$ cat config.mk
export PLATFORM = sky130hd
export DESIGN_NAME = regfile_mp
export DESIGN_NICKNAME = d
export VERILOG_FILES = /design/src/rtl/cpu_pkg.sv /design/src/rtl/regfile_rdport.sv /design/src/rtl/regfile_mp.sv
export SDC_FILE = /design/constraint.sdc
export NUM_CORES = 2
export LEC_CHECK = 0
export CAP_MARGIN = 5
export CORE_MARGIN = 4
export CORE_UTILIZATION = 50
export DETAILED_ROUTE_END_ITERATION = 10
export HOLD_SLACK_MARGIN = 0.05
export PLACE_DENSITY_LB_ADDON = 0.2
export SYNTH_ARGS = -nofsm -noshare
export SYNTH_HDL_FRONTEND = slang
export SYNTH_SLANG_ARGS = --single-unit
export TNS_END_PERCENT = 10
$ cat constraint.sdc
create_clock -name clk -period 45.9 [get_ports clk]
set_input_delay 6.885 -clock clk [delete_from_list [all_inputs] [get_ports clk]]
set_output_delay 6.885 -clock clk [all_outputs]
set_load 0.05 [all_outputs]
$ cat src/rtl/cpu_pkg.sv
// Shared register-file defaults and the helper used to locate a port's
// slice inside the packed multi-port address and data buses.
package cpu_pkg;

    localparam int DATA_W_DEF = 32;
    localparam int ADDR_W_DEF = 5;
    localparam int NRD_DEF    = 2;

    // Bit offset of port 'port' in a bus built from equal 'width'-bit fields.
    function automatic int port_lsb(input int port, input int width);
        return port * width;
    endfunction

endpackage

$ cat src/rtl/regfile_rdport.sv
// One read port: selects committed data or same-cycle forwarded write data,
// and reports whether the addressed register still has a pending producer.
module regfile_rdport
    import cpu_pkg::*;
#(
    parameter int DATA_W = DATA_W_DEF,
    parameter int ADDR_W = ADDR_W_DEF,
    parameter int BYPASS = 1
) (
    input  logic              rst,
    input  logic              wen,
    input  logic [ADDR_W-1:0] waddr,
    input  logic [DATA_W-1:0] wdata,
    input  logic              sb_set,
    input  logic [ADDR_W-1:0] sb_addr,
    input  logic [ADDR_W-1:0] raddr,
    input  logic [DATA_W-1:0] rf_data,
    input  logic              busy_bit,
    output logic [DATA_W-1:0] rdata,
    output logic              rbusy
);

    logic hit_s;
    logic set_hit_s;

    // Forwarding mux; reset masks the bypass path as well as the array.
    always_comb begin
        hit_s     = 1'b0;
        set_hit_s = sb_set && (sb_addr == raddr);
        if (BYPASS != 0) begin
            hit_s = wen && (waddr == raddr) && (raddr != {ADDR_W{1'b0}});
        end else begin
            hit_s = 1'b0;
        end

        rdata = {DATA_W{1'b0}};
        rbusy = 1'b0;
        if (rst || (raddr == {ADDR_W{1'b0}})) begin
            rdata = {DATA_W{1'b0}};
            rbusy = 1'b0;
        end else if (hit_s && !set_hit_s) begin
            rdata = wdata;
            rbusy = 1'b0;
        end else if (hit_s) begin
            // A new producer issued to the same register keeps it busy.
            rdata = wdata;
            rbusy = busy_bit;
        end else begin
            rdata = rf_data;
            rbusy = busy_bit;
        end
    end

endmodule

$ cat src/rtl/regfile_mp.sv
// Multi-read-port register file with r0 hardwired to zero, optional write
// forwarding, and a per-register busy scoreboard with a population counter.
module regfile_mp
    import cpu_pkg::*;
#(
    parameter int DATA_W = DATA_W_DEF,
    parameter int ADDR_W = ADDR_W_DEF,
    parameter int NRD    = NRD_DEF,
    parameter int BYPASS = 1
) (
    input  logic                  clk,
    input  logic                  rst,
    input  logic                  wen,
    input  logic [ADDR_W-1:0]     waddr,
    input  logic [DATA_W-1:0]     wdata,
    input  logic [NRD*ADDR_W-1:0] raddr,
    output logic [NRD*DATA_W-1:0] rdata,
    output logic [NRD-1:0]        rbusy,
    input  logic                  sb_set,
    input  logic [ADDR_W-1:0]     sb_addr,
    output logic [ADDR_W:0]       busy_cnt,
    input  logic [ADDR_W-1:0]     test_addr,
    output logic [DATA_W-1:0]     test_data
);

    localparam int DEPTH = 1 << ADDR_W;

    logic [DATA_W-1:0] rf_q [DEPTH];
    logic [DEPTH-1:0]  busy_q;
    logic [DEPTH-1:0]  busy_d;
    logic [ADDR_W:0]   busy_cnt_q;
    logic [ADDR_W:0]   busy_cnt_d;
    logic              wr_en_s;
    logic              set_en_s;
    logic              set_rise_s;
    logic              clr_fall_s;

    // Scoreboard next state: a set beats a clear on the same register.
    always_comb begin
        wr_en_s    = wen && (waddr != {ADDR_W{1'b0}});
        set_en_s   = sb_set && (sb_addr != {ADDR_W{1'b0}});
        set_rise_s = set_en_s && !busy_q[sb_addr];
        clr_fall_s = wr_en_s && busy_q[waddr] && !(set_en_s && (sb_addr == waddr));
        busy_d     = busy_q;
        for (int i = 1; i < DEPTH; i++) begin
            if (set_en_s && (sb_addr == ADDR_W'(i))) begin
                busy_d[i] = 1'b1;
            end else if (wr_en_s && (waddr == ADDR_W'(i))) begin
                busy_d[i] = 1'b0;
            end else begin
                busy_d[i] = busy_q[i];
            end
        end
        busy_d[0]  = 1'b0;
        busy_cnt_d = busy_cnt_q + {{ADDR_W{1'b0}}, set_rise_s}
                                - {{ADDR_W{1'b0}}, clr_fall_s};
    end

    // Register array, busy bits and counter; r0 is never written.
    always_ff @(posedge clk or posedge rst) begin
        if (rst) begin
            for (int i = 0; i < DEPTH; i++) begin
                rf_q[i] <= {DATA_W{1'b0}};
            end
            busy_q     <= {DEPTH{1'b0}};
            busy_cnt_q <= {(ADDR_W+1){1'b0}};
        end else begin
            if (wr_en_s) begin
                rf_q[waddr] <= wdata;
            end
            busy_q     <= busy_d;
            busy_cnt_q <= busy_cnt_d;
        end
    end

    // Debug port sees committed state only.
    always_comb begin
        if (rst) begin
            test_data = {DATA_W{1'b0}};
        end else begin
            test_data = rf_q[test_addr];
        end
    end

    assign busy_cnt = busy_cnt_q;

    for (genvar g = 0; g < NRD; g++) begin : g_rdport
        localparam int RA_LSB = port_lsb(g, ADDR_W);
        localparam int RD_LSB = port_lsb(g, DATA_W);
        logic [ADDR_W-1:0] ra_s;
        assign ra_s = raddr[RA_LSB +: ADDR_W];

        regfile_rdport #(
            .DATA_W (DATA_W),
            .ADDR_W (ADDR_W),
            .BYPASS (BYPASS)
        ) u_rdport (
            .rst      (rst),
            .wen      (wen),
            .waddr    (waddr),
            .wdata    (wdata),
            .sb_set   (sb_set),
            .sb_addr  (sb_addr),
            .raddr    (ra_s),
            .rf_data  (rf_q[ra_s]),
            .busy_bit (busy_q[ra_s]),
            .rdata    (rdata[RD_LSB +: DATA_W]),
            .rbusy    (rbusy[g])
        );
    end

endmodule

; Yosys cells after proc, flatten, opt, wreduce, memory -nomap -nowiden
; Index checks and enable logic that the tools add are counted.
[classes]
n_addsub = 2
n_lt_le_gt_ge = 9
eq_ne = 67
n_mux = 93
n_bitwise = 4
reduce_logical = 120
[op_table]
columns = cell, n
row1 = 1024-bit bitwise mux, 1
row2 = 32-bit binary-select mux with 5-bit select, 3
row3 = 32-bit 2-to-1 mux, 14
row4 = 32-bit demux with 5-bit select, 1
row5 = 5-bit equality test (second input constant), 32
row6 = 5-bit by 4-bit equality test with 1-bit output (second input constant), 16
row7 = 1-bit logical AND, 77
row8 = 1-bit 2-to-1 mux, 70
row9 = 2-bit nonzero test, 31
row10 = 5-bit by 3-bit equality test with 1-bit output (second input constant), 8
row11 = 5-bit equality test, 5
row12 = 6-bit >= comparator (second input constant), 4
row13 = 5-bit by 6-bit < comparator with 1-bit output (second input constant), 4
row14 = 5-bit NOT with 6-bit output, 4
row15 = 1-bit binary-select mux with 5-bit select, 4
row16 = 5-bit by 2-bit equality test with 1-bit output (second input constant), 4
row17 = 5-bit nonzero test, 4
row18 = 5-bit by 1-bit equality test with 1-bit output (second input constant), 2
row19 = 5-bit logical NOT, 2
row20 = 6-bit by 1-bit adder with 6-bit output, 1
row21 = 6-bit by 1-bit < comparator with 1-bit output (second input constant), 1
row22 = 6-bit by 1-bit subtractor with 6-bit output, 1
row23 = 1-bit logical NOT, 4
row24 = 1-bit logical OR, 2
[word_totals]
register_bits = 1061
output_inout_bits = 104
elab_cells = 359

; Logic depth before layout (Yosys ltp)
[logic_depth]
depth_word = 7
ltp_mapped = 16

; Cells and area by module
; From an unflattened synthesis, not the netlist that was laid out.
[hier_totals]
cells_unflattened = 4264
area_unflattened_um2 = 65979.5
[by_module_without_submodules]
columns = module, n_inst, cells_per_inst, area_per_inst_um2
row1 = regfile_mp, 1, 3998, 64558.2
row2 = regfile_rdport, 2, 133, 710.7

; Worst setup path before layout
; OpenSTA, ideal clock, no wires.
[synth_timing]
path_kind = input port to output port
start = input rst
end = output test_data[30]
arrival_time_ps = 31149
t_required_ps = 39015
slack_ps = 7866
cell_stages = 3
path_buffers = 1
path_cell_list = clkbuf_1 inv_1 o211a_1
[synth_via]
elab_chain_len = 1
[synth_rtl]
columns = element, line
row1 = start: declaration, regfile_mp.sv:12  ; input logic rst,
row2 = 32-bit 2-to-1 mux, regfile_mp.sv:78  ; if (rst) begin
row3 = end: declaration, regfile_mp.sv:23  ; output logic [DATA_W-1:0] test_data
; Every way passes these cells.

; Worst setup path in the final report
[layout_timing]
start = input raddr[9]
end = output rdata[46]
[layout_via]
elab_chain_len = 7
word_cells_on_any_way = 17
[layout_rtl]
columns = element, line
row1 = start: declaration, regfile_mp.sv:16  ; input logic [NRD*ADDR_W-1:0] raddr,
row2 = 5-bit NOT with 6-bit output (not written as such), regfile_mp.sv:105  ; .rf_data (rf_q[ra_s]),
row3 = 32-bit binary-select mux with 5-bit select, regfile_mp.sv:105
row4 = 32-bit 2-to-1 mux (not written as such) (2 in a row), regfile_mp.sv:105
row5 = 32-bit 2-to-1 mux, regfile_rdport.sv:44  ; end else if (hit_s) begin
row6 = 32-bit 2-to-1 mux, regfile_rdport.sv:41  ; end else if (hit_s && !set_hit_s) begin
row7 = 32-bit 2-to-1 mux (*), regfile_rdport.sv:38  ; if (rst || (raddr == {ADDR_W{1'b0}})) begin
row8 = end: declaration, regfile_mp.sv:17  ; output logic [NRD*DATA_W-1:0] rdata,
; Mark *: on every way between the ends. The rest lies on a longest branch, timed or not. The select of a mux whose other input is x is not followed.

==> results.ini <==
[place]
dp_hpwl_mm = 137
portBuffers = 164
post_dp_cell_area_mm2 = 0.0688
gp_congestion = 0.863

[logic_synthesis]
synth.most_common_cell = mux2_2
synth_ff_type = dfrtp_1
ys_warn_count = 0
ys_top_cells_by_area = dfrtp_1, mux4_2, mux2_2
ys_types = 58
syn-num-nets = 4722
syn_area_mm2 = 0.0661
async_flop_share_pct = 100
ys_ff_latch = 1061
synthCells = 4654
synth_top_area_share_pct = 40.2
synth_commonest_cells = mux2_2, dfrtp_1, mux4_2
yosys.area.top_type = dfrtp_1
postSynthAreaPerCell_um2 = 14.2
synth_enable_flop_cells = 0
ys_seq_area_share_pct = 40.2

[die]
fp.dieW_um = 372
start_util_pct = 50.3
row_count = 133
die_y_um = 372
die_area_mm2 = 0.138
core_mm2 = 0.131
pin_count = 165

[status]
status = finished clean

[route]
wl_per_cell_um = 37.9
routed_wl_mm = 242
route.detailed.drc = 0
routed_via_density = 7.47
vias = 47700
drt_first_iter_violations = 6687
drtAntennaViolNets = 0
first_pass_iters = 9

[setup_path]
crit_arrival_ns = 12.09
worstPathMaxFanout = 30
path_buf_inv = 5
slowest_delay_ns = 1.05
cp_slowest_cell = nand3b_1
cpMostUsedCell = buf_4
rrSetupSlack_ns = 42.58
cp.required_ns = 39.01
crit_family = buffers and inverters
worstSetupStartpointType = input pin
worstPathCellList = buf_2, buf_4, or2_2, buf_4, nor4_1, nand3b_1, buf_4, a31oi_1, clkdlybuf4s50_1
crit_type = input pin to output pin
cp-end-kind = output pin

[timing]
hold_ws_ns = 0.419
maxSlewViolCount = 0
hold_violations = 0
fin_crit_ns = 18.97
setup_violations = 0
fmax_mhz = 52.7
finalCritPeriodShare_pct = 41.3
rsz0062_at_grt = false
fin_tns_setup_ns = 0
tightest_slew_ns = 1.33
clock_skew_ns = 0.00894
relSlewSlack_pct = 11.3

[cts]
postCtsSetupBuffers = 0
cts_resized = 0
clock_path_buffers = 3
ctsHoldBuffers = 0
htreeDepth = 3
cts.clk_slew.worst_paths_ns = 0.06
root_buffer = clkbuf_16
clk-insertion-delay-late_ns = 0.76
clock_sinks = 1061
cts_tree = yes
numCtsBuffers = 120

[layout]
final_util_pct = 55.5
drive_gt1_share_pct = 48.2
area_growth_pct = 10.2
fin_area_mm2 = 0.0728
nets = 4599

[global_routing]
grt_pass1_wl_mm = 345
grt_pass1_vias = 46900
antenna_found_initial = 8
gr-total-overflow = 0
grt_use_total_pct = 34.8
grt_max_degree = 174

[power]
peakVddDrop_mv = 0.0350
power_uw = 3110
p_leak_uw = 0.0304
pwr_density_cell_mw_per_mm2 = 42.7

[job]
cap_violations = 0

[worst_hold_path]
hold_class = flop to flop

==> worst register-to-register path, delay by kind of cell, from the launching register on <==
family | cells | cell delay, ns
AO/OA/AOI/OAI | 3 | 0.28
XOR/XNOR | 1 | 0.12
adder cells (fa/ha/maj) | 3 | 0.92
buffers and inverters | 3 | 0.18
flip-flops | 1 | 0.41
multiplexers | 2 | 1.00
AND/OR/NAND/NOR | 1 | 0.29
==> cell families after synthesis <==
family	share of synthesized area, %
buf+inv	3.92
flops	40.2
xor+xnor	0.384
simple gates	3.05
mux	46.5
fa+ha+maj	0.144
compound gates	5.86
==> registers in the layout (all words and copies together) (netlist names) <==
| register | flops |
|---|---|
| busy_cnt | 6 |
| busy_q | 31 |
| rf_q | 1024 |
==> stage by stage <==
| stage | setup WS (ns) | std cells |
|---|---|---|
| after floorplan | 7.87 | 4654 |
| after global placement | 27.25 | 6164 |
| after detailed placement | 27.26 | 6164 |
| after CTS | 27.24 | 6379 |
| after global routing | 27.03 | 6379 |
| final | 26.93 | 6382 |
==> power by group <==
| part | internal (uW) | leakage, uW | switching, uW |
|---|---|---|---|
| clock network | 587 | 0.00198 | 416 |
| logic | 457 | 0.0149 | 355 |
| registers | 1120 | 0.0136 | 180 |
| total | 2160 | 0.0304 | 952 |
==> worst paths after layout <==
| check | endpoint | cells after the start | startpoint |
|---|---|---|---|
| worst max-delay path | rdata[46] | 9 | raddr[9] |
| worst min-delay path | rf_q[1004]$_DFFE_PP0P_ | 0 | rf_q[1004]$_DFFE_PP0P_ |
| worst max register to register | busy_cnt[4]$_DFF_PP0_ | 13 | busy_q[15]$_DFFE_PP0P_ |
| worst min register to register | rf_q[1004]$_DFFE_PP0P_ | 0 | rf_q[1004]$_DFFE_PP0P_ |
| max in group asynchronous | rf_q[971]$_DFFE_PP0P_ | 5 | rst |
| min in group asynchronous | rf_q[472]$_DFFE_PP0P_ | 2 | rst |
==> layout make-up <==
type,count,area (um^2)
antenna,3,7.51
clock buffer,166,3370
clock inverter,49,634
fill,10600,58500
inverter,28,113
multi-input combinational,3013,37200
sequential,1061,26600
tap,1755,2200
timing repair buffer,307,2750
==> layer usage <==
| layer | routed length [um] | GRT usage, % |
|---|---|---|
| met1 | 94400 | 48.5 |
| met2 | 104000 | 49.9 |
| met3 | 30300 | 11.3 |
| met4 | 12600 | 15.8 |
| met5 | 218 | 0.285 |
==> layout by cell type (no fill, tap or decap), types with 18 or more instances in the layout <==
cell and count:
mux4_2 689, clkbuf_1 27, o221ai_1 39, clkbuf_16 120
a22oi_1 53, or3_1 35, dfrtp_1 1061, nor2_1 56
nor2b_1 57, clkinv_2 26, nor3_1 36, nand2_1 71
inv_1 27, a31oi_1 38, mux2i_1 249, a221oi_1 34
nand4_1 31, o211a_1 19, o211ai_1 40, o2111ai_1 18
o22ai_1 81, o21ai_0 66, buf_4 145, mux2_2 1126
clkdlybuf4s50_1 148, nand3_1 24, a22o_1 47, clkbuf_8 19
o22a_1 34
(Power assumes the default switching activity.)
